==> src/rtl/line_packet_packer.sv <==
// line_packet_packer: validates YCbCr 4:2:2 line packets and packs each pixel
// into a 29-bit FIFO word {x, y, Y, C}; bad packets are dropped and counted.
module line_packet_packer #(
    parameter int PIXELS = 640,
    parameter int LINES  = 720
) (
    input  logic        i_clk_125M,
    input  logic        i_rst,
    input  logic        i_valid,
    input  logic        i_sop,
    input  logic        i_last,
    input  logic [7:0]  i_data,
    input  logic        i_fifo_full,
    output logic        o_fifo_wr,
    output logic [28:0] o_fifo_din,
    output logic [15:0] o_pkt_cnt,
    output logic [7:0]  o_err_cnt,
    output logic        o_busy
);
    localparam int PW = $clog2(PIXELS);
    typedef enum logic [2:0] {IDLE, HDR1, PAY_Y, PAY_C, DROP} state_t;
    state_t        state_q, state_d;
    logic [1:0]    x_q, x_d;
    logic [2:0]    yh_q, yh_d;
    logic          pad_q, pad_d;
    logic [7:0]    yl_q, yl_d, luma_q, luma_d;
    logic [PW-1:0] pix_q, pix_d;
    logic          wr_q, wr_d;
    logic [28:0]   din_q, din_d;
    logic [15:0]   pkt_q, pkt_d;
    logic [7:0]    err_q, err_d;
    logic          err_ev, good_ev;
    logic          last_pix;
    logic [10:0]   y_full;
    assign y_full   = {yh_q, i_data};
    assign last_pix = pix_q == PW'(PIXELS - 1);
    always_comb begin
        state_d = state_q;
        x_d     = x_q;
        yh_d    = yh_q;
        pad_d   = pad_q;
        yl_d    = yl_q;
        luma_d  = luma_q;
        pix_d   = pix_q;
        wr_d    = 1'b0;
        din_d   = din_q;
        err_ev  = 1'b0;
        good_ev = 1'b0;
        if (i_valid) begin
            // sop always restarts framing; a packet already in DROP was counted earlier
            if (i_sop) begin
                err_ev  = state_q inside {HDR1, PAY_Y, PAY_C};
                x_d     = i_data[7:6];
                pad_d   = |i_data[5:3];
                yh_d    = i_data[2:0];
                pix_d   = '0;
                state_d = HDR1;
            end else begin
                case (state_q)
                    HDR1: begin
                        yl_d = i_data;
                        if (i_last || pad_q || y_full >= 11'(LINES)) begin
                            err_ev  = 1'b1;
                            state_d = i_last ? IDLE : DROP;
                        end else begin
                            state_d = PAY_Y;
                        end
                    end
                    PAY_Y: begin
                        luma_d  = i_data;
                        err_ev  = i_last;
                        state_d = i_last ? IDLE : PAY_C;
                    end
                    PAY_C: begin
                        if (i_fifo_full) begin
                            err_ev  = 1'b1;
                            state_d = i_last ? IDLE : DROP;
                        end else begin
                            wr_d  = 1'b1;
                            din_d = {x_q, yh_q, yl_q, luma_q, i_data};
                            if (last_pix) begin
                                good_ev = i_last;
                                err_ev  = !i_last;
                                state_d = i_last ? IDLE : DROP;
                            end else begin
                                err_ev  = i_last;
                                pix_d   = pix_q + 1'b1;
                                state_d = i_last ? IDLE : PAY_Y;
                            end
                        end
                    end
                    DROP:    state_d = i_last ? IDLE : DROP;
                    default: state_d = state_q;
                endcase
            end
        end
        pkt_d = pkt_q + {15'd0, good_ev};
        err_d = err_q + {7'd0, err_ev && err_q != 8'hFF};
    end
    always_ff @(posedge i_clk_125M) begin
        if (i_rst) begin
            state_q <= IDLE;
            x_q     <= '0;
            yh_q    <= '0;
            pad_q   <= 1'b0;
            yl_q    <= '0;
            luma_q  <= '0;
            pix_q   <= '0;
            wr_q    <= 1'b0;
            din_q   <= '0;
            pkt_q   <= '0;
            err_q   <= '0;
        end else begin
            state_q <= state_d;
            x_q     <= x_d;
            yh_q    <= yh_d;
            pad_q   <= pad_d;
            yl_q    <= yl_d;
            luma_q  <= luma_d;
            pix_q   <= pix_d;
            wr_q    <= wr_d;
            din_q   <= din_d;
            pkt_q   <= pkt_d;
            err_q   <= err_d;
        end
    end
    assign o_fifo_wr  = wr_q;
    assign o_fifo_din = din_q;
    assign o_pkt_cnt  = pkt_q;
    assign o_err_cnt  = err_q;
    assign o_busy     = state_q != IDLE;
endmodule
==> config.mk <==
export PLATFORM = sky130hd
export DESIGN_NAME = line_packet_packer
export DESIGN_NICKNAME = d
export VERILOG_FILES = /design/src/rtl/line_packet_packer.sv
export SDC_FILE = /design/constraint.sdc
export NUM_CORES = 1
export LEC_CHECK = 0
export CORE_AREA = 5 5 84 86
export CTS_CLUSTER_SIZE = 14
export DETAILED_ROUTE_END_ITERATION = 8
export DIE_AREA = 0 0 89 91
export DONT_BUFFER_PORTS = 1
export HOLD_SLACK_MARGIN = 0.02
export PLACE_DENSITY = 0.79
export SYNTH_ARGS = -nofsm -noshare
export SYNTH_HDL_FRONTEND = slang
export SYNTH_SLANG_ARGS = --single-unit
==> constraint.sdc <==
create_clock -name i_clk_125M -period 3.5 [get_ports i_clk_125M]
set_input_delay 0 -clock i_clk_125M [delete_from_list [all_inputs] [get_ports i_clk_125M]]
set_output_delay 0 -clock i_clk_125M [all_outputs]
set_load 0.02 [all_outputs]
==> out/metrics.cfg <==
[run_status]
status = complete, no violations

[worst_setup_path]
crit_type = reg2reg
critPathCaptureType = flop
regToRegEndpoint = o_pkt_cnt[6]
worstPathCellList = ha_1, nand4bb_1, nor3_1, ha_1, and2_1, ha_1, ha_1, nand3_1, or3_1, a21oi_1
cpMostUsedCell = ha_1
critPathArrivalTime_ns = 3.27
ff2ff_path_depth = 10
crit_path_max_incr_delay_ns = 0.46
path_max_fanout = 8
start_kind = flop
reg2reg_slack_ns = 0.51
cp_slowest_cell = nor3_1
cp_data_required_time_ns = 3.78
reg2reg_from = pix_q[0]

[placement]
place_ws_ns = 0.601
dpl_cell_area_mm2 = 0.00377
dpl.hpwl_um = 5650
port_buffers = 0
place_congestion = 0.864

[cells_and_area]
post-route-util_pct = 67.0
design_area_mm2 = 0.00416
diodes = 0
syn2layout_area_growth_pct = 11.1
drive_gt1_share_pct = 5.47
nNetsFinal = 474

[synthesis]
synth_area_leaders = dfxtp_1 48%, nand2_1 8.9%, a21oi_1 7.2%
synth_compound_area_share_pct = 13.3
synth_top_family_by_area = simple AND/OR/NAND/NOR gates
muxShareOfSynthArea_pct = 2.68
synth_area_leader_cell = dfxtp_1
ys_warn_count = 0
synth_fa_ha_area_share_pct = 2.68
synthSimpleGateAreaFrac_pct = 25.9
synth_top_flop_cell = dfxtp_1
synth_area_per_cell_um2 = 8.44
synth_edf_count = 0
synth_xor_area_share_pct = 3.98
synth_seq_cells = 89
ys_async_sr_fraction_pct = 0
ys_types = 45
syn_nets = 465
synthCells = 443
synth_top_area_share_pct = 47.6
yosysSeqAreaShare_pct = 47.6
synth_area_mm2 = 0.00374

[sta]
finalCritPeriodShare_pct = 85.4
finalHoldViolCount = 0
tightest_slew_ns = 0.897
tns_ns = 0
min_period_ns = 2.99
timing.fmax_mhz = 334
clock_skew_ns = 0.00944
setup_viol = 0
rsz0062_at_grt = no
fin_ws_ns = 0.510
slew_viol_final = 0
slew_headroom_pct = 38.7

[floorplan]
core_area_mm2 = 0.00620
die-width_um = 89
rows = 29
dieArea_mm2 = 0.00810
start_util_pct = 60.3
io_pins = 69
die_h_um = 91

[route]
route.detailed.drc = 0
drt-initial-drc-count = 286
avgViaCountPerCell = 6.05
drtAntennaViolNets = 0
first_pass_iters = 5
post_drt_wl_per_cell_um = 16.7
totalWireLength_um = 8940
vias = 3231

[hold_path]
worst_hold_path_type = in2reg
min_to = yl_q[1]
worstHoldPathCells = 4
hp-start = i_sop

[global_routing]
grt_overflow = 0
grt_pass1_vias = 3062
grt_start_max_net_pins = 85
grt.total_usage_pct = 22.4
antenna_found_initial = 0
grt_pass1_wl_um = 14500

[cts]
cts-root-buf = clkbuf_8
htreeDepth = 3
clock_latency_ns = 0.36
clock_sinks = 89
cts_tree = built
numCtsBuffers = 9
clockBufferDepth = 2
path_clk_slew_ns = 0.09

[power_and_ir_drop]
power.total_w = 0.00182
ir_drop_v = 0.000339
power_leakage_nw = 1.35
p_per_area_mw_per_mm2 = 438

[run]
maxCapViolations = 0

cells in the mapped netlist, types with 2 or more instances:
cell type  number
a21boi_1        5
a21oi_1        54
a221oi_1        3
and4_1          3
buf_2           5
clkbuf_1       16
dfxtp_1        89
ha_1            8
inv_1           9
mux2i_1        10
nand2_1        89
nand2b_1        4
nand3_1        26
nand3b_1        2
nand4_1         7
nor2_1         28
nor2b_1         6
nor3_1          6
nor4_1          9
o21ai_0        10
o31ai_1         6
or3_1           6
or4_1           5
xnor2_1         9
xor2_1          8
registers in the layout (all words and copies together), names as in the netlist:
signal / flops
o_fifo_din: 29
o_pkt_cnt: 16
pix_q: 10
luma_q: 8
o_err_cnt: 8
yl_q: 8
state_q: 3
yh_q: 3
x_q: 2
o_fifo_wr: 1
pad_q: 1
critical path, delay by kind of cell (launching register included):
kind / cells / cell delay (ns)
fa+ha+maj: 4 / 0.90
flops: 1 / 0.42
simple gates: 5 / 1.41
compound gates: 1 / 0.17
power breakdown:
group	internal (W)	switching, W	total (W)
Sequential	0.00102	0.00000831	0.00103
Combinational	0.0000338	0.0000582	0.0000920
Clock	0.000336	0.000364	0.000700
layout by cell type, fill, tap and decap left out, types with 6 or more instances in the layout:
cell type / synthesis / layout
ha_1: 8 / 8
mux2i_1: 10 / 10
nand4_1: 7 / 7
nor3_1: 6 / 6
nand2_1: 89 / 89
o31ai_1: 6 / 6
dlygate4sd3_1: 0 / 16
or3_1: 6 / 6
xor2_1: 8 / 8
o21ai_0: 10 / 10
nor4_1: 9 / 9
nor2b_1: 6 / 6
nor2_1: 28 / 28
nand3_1: 26 / 26
xnor2_1: 9 / 9
dfxtp_1: 89 / 89
inv_1: 9 / 9
a21oi_1: 54 / 54
clkbuf_8: 0 / 9
metrics by stage:
stage	hold WS, ns	instances
2_1_floorplan	0.136	443
3_3_place_gp	0.0789	501
3_5_place_dp	0.0822	501
4_1_cts	0.0228	534
5_1_grt	0.0292	534
6_report	0.0433	534
layout make-up:
class,instances,area (um^2)
flip-flops and latches,89,1780
clock buffers,11,131
inverters,9,33.8
multi-input cells,321,1830
repair buffers,22,225
fillers,511,2050
clock inverters,5,62.6
well taps,77,96.3
timing repair:
action                                  in CTS  in global routing
hold buffers                                17                  0
setup buffers                                0                  0
endpoints found under the hold margin       89                  0
endpoints found under the setup margin       0                  0
resized for setup                            0                  0
how the worst max path moves through the flow:
| stage | slack [ns] | start | depth (start not counted) | end |
|---|---|---|---|---|
| finish | 0.51 | pix_q[0] | 10 | o_pkt_cnt[6] |
| global route | 0.23 | pix_q[0] | 10 | o_pkt_cnt[6] |
| CTS | 0.53 | pix_q[0] | 10 | o_pkt_cnt[6] |
| detailed placement | 0.60 | pix_q[0] | 11 | o_pkt_cnt[14] |
| global placement | 0.73 | pix_q[0] | 11 | o_pkt_cnt[14] |
| floorplan | 0.96 | pix_q[0] | 11 | o_err_cnt[7] |
logic make-up (layout without fill, tap and decap cells):
kind of cell / after synthesis / count (layout)
compound gates: 87 / 87
xor+xnor: 17 / 17
fa+ha+maj: 8 / 8
buf+inv: 33 / 47
flops: 89 / 89
mux: 10 / 10
simple gates: 199 / 199
per-layer routing:
| metal | wire, um | track usage (%) |
|---|---|---|
| met4 | 178 | 8.93 |
| met5 | 0 | 0 |
| met3 | 972 | 8.78 |
| met1 | 3630 | 27.5 |
| met2 | 4160 | 35.1 |
Power figures use the tool's default switching activity.
